## src/rtl/lfsr_prbs_checker_sat_counter.sv

```systemverilog
// Saturating up-counter with synchronous clear; sticks at all-ones instead of wrapping.
module sat_counter #(
    parameter int CNT_W = 32
) (
    input  logic             clk,
    input  logic             reset,
    input  logic             inc,
    input  logic             clr,
    output logic [CNT_W-1:0] q
);

    // NOTE: sequential state uses non-blocking assignments so every flop samples pre-edge values.
    always_ff @(posedge clk or posedge reset) begin
        if (reset) begin
            q <= '0;
        end else if (clr) begin
            q <= '0;
        end else if (inc && (q != '1)) begin
            q <= q + 1'b1;
        end
    end

endmodule

```

## config.mk

```make
export PLATFORM = sky130hd
export DESIGN_NAME = sat_counter
export DESIGN_NICKNAME = d
export VERILOG_FILES = /design/src/rtl/lfsr_prbs_checker_sat_counter.sv
export SDC_FILE = /design/constraint.sdc
export NUM_CORES = 1
export LEC_CHECK = 0
export ABC_AREA = 0
export CAP_MARGIN = 20
export CORE_MARGIN = 2
export CORE_UTILIZATION = 45
export DETAILED_ROUTE_END_ITERATION = 12
export HOLD_SLACK_MARGIN = 0.02
export PLACE_DENSITY = 0.73
export SETUP_SLACK_MARGIN = 0.05
export SYNTH_ARGS = -nofsm -noshare
export SYNTH_HDL_FRONTEND = slang
export SYNTH_SLANG_ARGS = --single-unit
```

## constraint.sdc

```tcl
create_clock -name clk -period 2.21 [get_ports clk]
set_input_delay 0.442 -clock clk [delete_from_list [all_inputs] [get_ports clk]]
set_output_delay 0.442 -clock clk [all_outputs]
set_load 0.02 [all_outputs]
```

==> flow_metrics.tcl, run 1 <==
set metrics [dict create \
    status "finished, final reports clean" \
    rsz0062_at_grt "true" \
    min_path_type "in -> async" \
    die_h_um 66.2 \
    crit_arrival_ps 2340 \
    synth_cell_types 33 \
    grt_pass1_wl_um 8310 \
    grt_max_degree 33 \
    wl_per_cell_um 16.4 \
    htreeDepth 2 \
    hold_violations 0 \
    clk_pin_slew_ps 70 \
    gp_congestion 0.800 \
    endpoint_kind "flop" \
    start_kind "flop" \
    rr_endpoint "q[18]" \
    slew_headroom 0.696 \
    drcViolationCount 0 \
    ff2ff_setup_slack_ps 80 \
    synth_fp_nets 191 \
    cts_sinks 32 \
    crit_start "q[1]" \
    port_buffers 35 \
    first_pass_iters 4 \
    critical_path_class "reg -> reg" \
    wirelength_um 5090 \
    clock_latency_ps 280 \
    overflow 0 \
    final.setup_skew_ps 5.31 \
    crit_end "q[18]" \
    cts_tree "built" \
    detail-route-antenna-nets 0 \
    root_buffer "clkbuf_8" \
    p_per_area_nw_per_um2 435 \
    areaGrowthSynthToFinish_pct 48.4 \
    dpl_cell_area_um2 2360 \
    reg_top3 "q: 32 flops" \
    cts_made_buffers 5 \
    n_antenna_cell 0 \
    vias 1839 \
    initial_core_util 0.472 \
    initialDrtViolationCount 99 \
    largest_register "q" \
    syn_area_um2 1740 \
    fp.dieW_um 66.2 \
    cap_violations 0 \
    die_area_um2 4380 \
    drive_gt1_frac 0.267 \
    syn_avg_cell_area_um2 9.36 \
    required_ps 2420 \
    largest_register_ff_count 32 \
    vias_per_cell 5.93 \
    r2r_cells 7 \
    setup_viol 0 \
    whs_ps 548 \
    core_um2 3690 \
    synth_seq_area_share 0.460 \
    grt_usage 0.248 \
    maxSlewViolCount 0 \
    postSynthCellCount 186 \
    rows 22 \
    ys_ff_latch 32 \
    layout_setup_ws_ps 82.8 \
    fin_util 0.700 \
    tightestPinTransition_ps 455 \
    antenna_found_initial 0 \
    hpwl_um 3390 \
    timing.final.crit_share 0.963 \
    p_leak_nw 1.00 \
    fin_area_um2 2580 \
    yosysWarningCount 0 \
    grt_pass1_vias 1851 \
    io_pins 36 \
    clockBufferDepth 2 \
    pre_cts_ws_ps -195 \
    layout.nets 266 \
    tns_ps 0 \
    ir_worst_vdd_v 0.000302 \
    cp_max_fo 7 \
    fmax_ghz 0.470 \
    reg2reg_from "q[1]" \
    fin_crit_ps 2130 \
]
==> cell usage after synthesis (all sizes together) <==
cell / instances / area, µm²
o311ai: 2 / 17.5
inv: 8 / 30.0
or4: 15 / 116
ha: 1 / 12.5
clkbuf: 4 / 15.0
o21ai: 12 / 60.1
nand2: 11 / 41.3
and2: 1 / 6.26
xor2: 1 / 8.76
nor3: 1 / 5.00
or3: 13 / 86.3
o21ba: 1 / 10.0
and3: 3 / 18.8
a21oi: 27 / 135
mux2i: 1 / 10.0
and4: 4 / 35.0
nor2: 6 / 22.5
o31ai: 15 / 113
o211a: 1 / 10.0
o31a: 1 / 8.76
xnor2: 2 / 17.5
nand4: 7 / 50.1
nor4: 3 / 18.8
nand3: 10 / 50.1
dfrtp: 32 / 801
o41ai: 2 / 25.0
buf: 2 / 16.3
==> how the worst min path moves through the flow <==
stage / from / end / slack, ps / depth (start not counted)
CTS: reset / q[28] / 570 / 3
finish: reset / q[28] / 550 / 3
detailed placement: q[31] / q[31] / 580 / 2
global route: reset / q[28] / 590 / 3
global placement: q[31] / q[31] / 550 / 2
floorplan: reset / q[10] / 560 / 1
==> placed cells by master, fill, tap and decap left out, drive strengths merged, types with 3 or more instances in the layout <==
master	instances
buf	39
clkdlybuf4s50	35
dfrtp	32
a21oi	27
o31ai	15
or4	15
or3	13
o21ai	12
nand2	11
nand3	10
inv	8
clkbuf	8
nand4	7
nor2	6
and4	4
and3	3
nor4	3
==> worst max-delay path: stages (launching register included) <==
cell	delay (ps)
dfrtp_2	390
ha_4	150
nand2_4	50
or4_4	420
or3_4	410
buf_6	160
or3_1	340
a21oi_2	130
==> area by class of cell <==
| class | count | area [µm²] |
|---|---|---|
| Clock buffer | 8 | 90.1 |
| Fill cell | 293 | 1110 |
| Inverter | 8 | 30.0 |
| Multi-Input combinational cell | 140 | 946 |
| Sequential cell | 32 | 810 |
| Tap cell | 48 | 60.1 |
| Timing Repair Buffer | 74 | 647 |
==> layer usage <==
metal,vias up,track usage,share of wire
met5,-,0,0
met4,0,0.0714,0.0096
li1,876,-,-
met3,6,0.0579,0.053
met1,896,0.300,0.41
met2,61,0.435,0.53
==> cells by family (layout without fill, tap and decap cells) <==
| kind of cell | Yosys count | in the layout | synth area share |
|---|---|---|---|
| buffers and inverters | 14 | 90 | 0.0352 |
| and+or+nand+nor | 74 | 74 | 0.259 |
| AOI/OAI and AO/OA | 61 | 61 | 0.218 |
| xor gates and xnor gates | 3 | 3 | 0.0151 |
| adders and majority gates | 1 | 1 | 0.00719 |
| muxes | 1 | 1 | 0.00575 |
| DFF | 32 | 32 | 0.460 |
==> metrics by stage <==
stage          instances  total power, W
6_report             310         0.00112
5_1_grt              310         0.00118
4_1_cts              309         0.00113
3_5_place_dp         292        0.000673
3_3_place_gp         292        0.000669
2_1_floorplan        186        0.000639
==> what timing repair did <==
item,in CTS,in global routing
hold buffers,0,0
pin swaps,6,7
cloned,0,0
resized for setup,5,11
setup buffers,9,1
endpoints found under the setup margin,3,16
==> where the power goes <==
part	leakage, nW	switching [W]	internal [W]	total (W)
clock network	0.0455	0.000203	0.000254	0.000457
logic	0.520	0.0000413	0.0000303	0.0000715
registers	0.435	0.00000449	0.000590	0.000595
No activity file was read; power rests on OpenSTA's default activity.
==> run 2: changes to the inputs <==
--- a/config.mk
+++ b/config.mk
@@ -9,6 +9,7 @@
 export CAP_MARGIN = 20
 export CORE_MARGIN = 2
 export CORE_UTILIZATION = 45
+export CTS_BUF_LIST = sky130_fd_sc_hd__clkbuf_4
 export DETAILED_ROUTE_END_ITERATION = 12
 export HOLD_SLACK_MARGIN = 0.02
 export PLACE_DENSITY = 0.73
@@ -16,3 +17,4 @@
 export SYNTH_ARGS = -nofsm -noshare
 export SYNTH_HDL_FRONTEND = slang
 export SYNTH_SLANG_ARGS = --single-unit
+export TNS_END_PERCENT = 100
==> run 2 against run 1 <==
Effect of this change:
- clock power down 25%
- largest cell class unchanged
- register-to-register slack about the same
- cell count up 0.32%
- core utilization down 0.81 points
- critical endpoint is now q[28]
- clock skew up 6.8 ps
- flip-flop and latch count unchanged
- first-iteration DRC count up 52%
- sequential share of layout area up 0.37 points
- global-route usage up 0.69 points
==> flow_metrics.tcl, run 2 (synthesis gave the netlist of run 1 again) <==
set metrics [dict create \
    worst_path_max_delay_cell "or4_4" \
    vias 1877 \
    slew_headroom 0.670 \
    gr-usage-met3 0.0664 \
    fin_util 0.692 \
    antenna_found_initial 0 \
    cpMostUsedCell "or4_4" \
    drcViolationCount 0 \
    p_per_area_nw_per_um2 395 \
    areaGrowthSynthToFinish_pct 46.7 \
    cts_sinks 32 \
    htreeDepth 2 \
    status "finished, final reports clean" \
    crit_arrival_ps 2410 \
    vias_per_cell 6.04 \
    layout.nets 267 \
    root_buffer "clkbuf_4" \
    initialDrtViolationCount 150 \
    layout_common_cells "38 x buf_4, 35 x clkdlybuf4s50_1, 26 x a21oi_1, 25 x dfrtp_1, 13 x or4_1" \
    maxSlewViolCount 0 \
    clkPwrFrac 0.341 \
    hold_violations 0 \
    cts_tree "built" \
    fin_crit_ps 2130 \
    clockBufferDepth 2 \
    fp.dieW_um 66.2 \
    gp_congestion 0.800 \
    io_pins 36 \
    slowest_delay_ps 500 \
    whs_ps 481 \
    clock_latency_ps 340 \
    grt_pass1_vias 1866 \
    port_buffers 35 \
    setup_viol 0 \
    wirelength_um 5090 \
    layout_setup_ws_ps 75.5 \
    largest_register_ff_count 32 \
    cts_made_buffers 5 \
    clk_pin_slew_ps 100 \
    first_pass_iters 4 \
    grt_pass1_wl_um 8450 \
    pre_cts_ws_ps -195 \
    endpoint_kind "flop" \
    hpwl_um 3390 \
    reg_top3 "q: 32 flops" \
    swShare 0.240 \
    min_path_type "in -> async" \
    busiest_layer "met2" \
    dp_cells 292 \
    tightestPinTransition_ps 491 \
    p_seq_frac 0.589 \
    fmax_ghz 0.468 \
    combPwrFrac 0.070 \
    n_antenna_cell 0 \
    p_leak_nw 0.990 \
    path_cells "ha_4 -> nand2_4 -> or4_4 -> or3_4 -> or4_4 -> a21oi_2" \
    initial_core_util 0.472 \
    core_um2 3690 \
    final.setup_skew_ps 12.1 \
    rows 22 \
    largest_register "q" \
    tns_ps 0 \
    rsz0062_at_grt "true" \
    required_ps 2480 \
    p_int_w 0.000766 \
    critical_path_class "reg -> reg" \
    grt_usage 0.255 \
    wl_per_cell_um 16.4 \
    die_area_um2 4380 \
    ir_worst_vdd_v 0.000335 \
    mostFrequentLayoutCell "buf_4" \
    p_sw_w 0.000242 \
    detail-route-antenna-nets 0 \
    timing.final.crit_share 0.966 \
    gr-usage-met2 0.448 \
    drive_gt1_frac 0.262 \
    cp_max_fo 7 \
    globalRouteMet1Util 0.301 \
    start_kind "flop" \
    fin_cells 311 \
    cap_violations 0 \
    grt_max_degree 33 \
    die_h_um 66.2 \
    overflow 0 \
]
-- run 2: worst max-delay path: cells and delay by family, from the launching register on --
kind,cells,cell delay (ps)
AOI/OAI and AO/OA,1,140
adders and majority gates,1,160
DFF,1,400
and+or+nand+nor,4,1370
-- run 2: timing repair --
item,CTS,global route
gates resized for setup,5,6
hold buffers,0,0
cloned,0,1
endpoints found under the setup margin,3,13
pin swaps,6,4
setup buffers,9,1
-- run 2: final timing paths --
| path | startpoint | end | slack (ps) | cells after the start |
|---|---|---|---|---|
| setup / recovery | q[1] | q[28] | 80 | 6 |
| hold / removal | reset | q[28] | 480 | 3 |
| max in group asynchronous | reset | q[6] | 1380 | 3 |
| setup reg to reg | q[1] | q[28] | 80 | 6 |
| min in group clk | q[27] | q[27] | 600 | 2 |
| hold reg to reg | q[27] | q[27] | 600 | 2 |
-- run 2: through the flow --
step                instance area [µm²]  total power [W]
global placement                   2360         0.000669
detailed placement                 2360         0.000673
CTS                                2500          0.00101
finish                             2550          0.00101
floorplan                          1760         0.000639
global route                       2550          0.00105
-- run 2: routing by layer --
layer  part of all wire  wire length [µm]  up-vias
li1                   -                 -      883
met1               0.43              2160      927
met2               0.51              2610       57
met3              0.048               243       10
met4              0.014                69        0
met5                  0                 0        -
-- run 2: final cells by class --
| cell class | instances | area (µm²) |
|---|---|---|
| fillers | 296 | 1140 |
| multi-input cells | 140 | 938 |
| flip-flops and latches | 32 | 810 |
| repair buffers | 75 | 658 |
| well taps | 48 | 60.1 |
| clock buffers | 7 | 52.6 |
| inverters | 8 | 30.0 |
| clock inverters | 1 | 3.75 |
-- run 2: power groups by stage --
stage	sequential, W	combinational [W]	clock, W
finish	0.000594	0.0000703	0.000344
global placement	0.000606	0.0000632	0
global route	0.000595	0.0000782	0.000380
floorplan	0.000611	0.0000272	0
detailed placement	0.000606	0.0000664	0
CTS	0.000594	0.0000711	0.000349
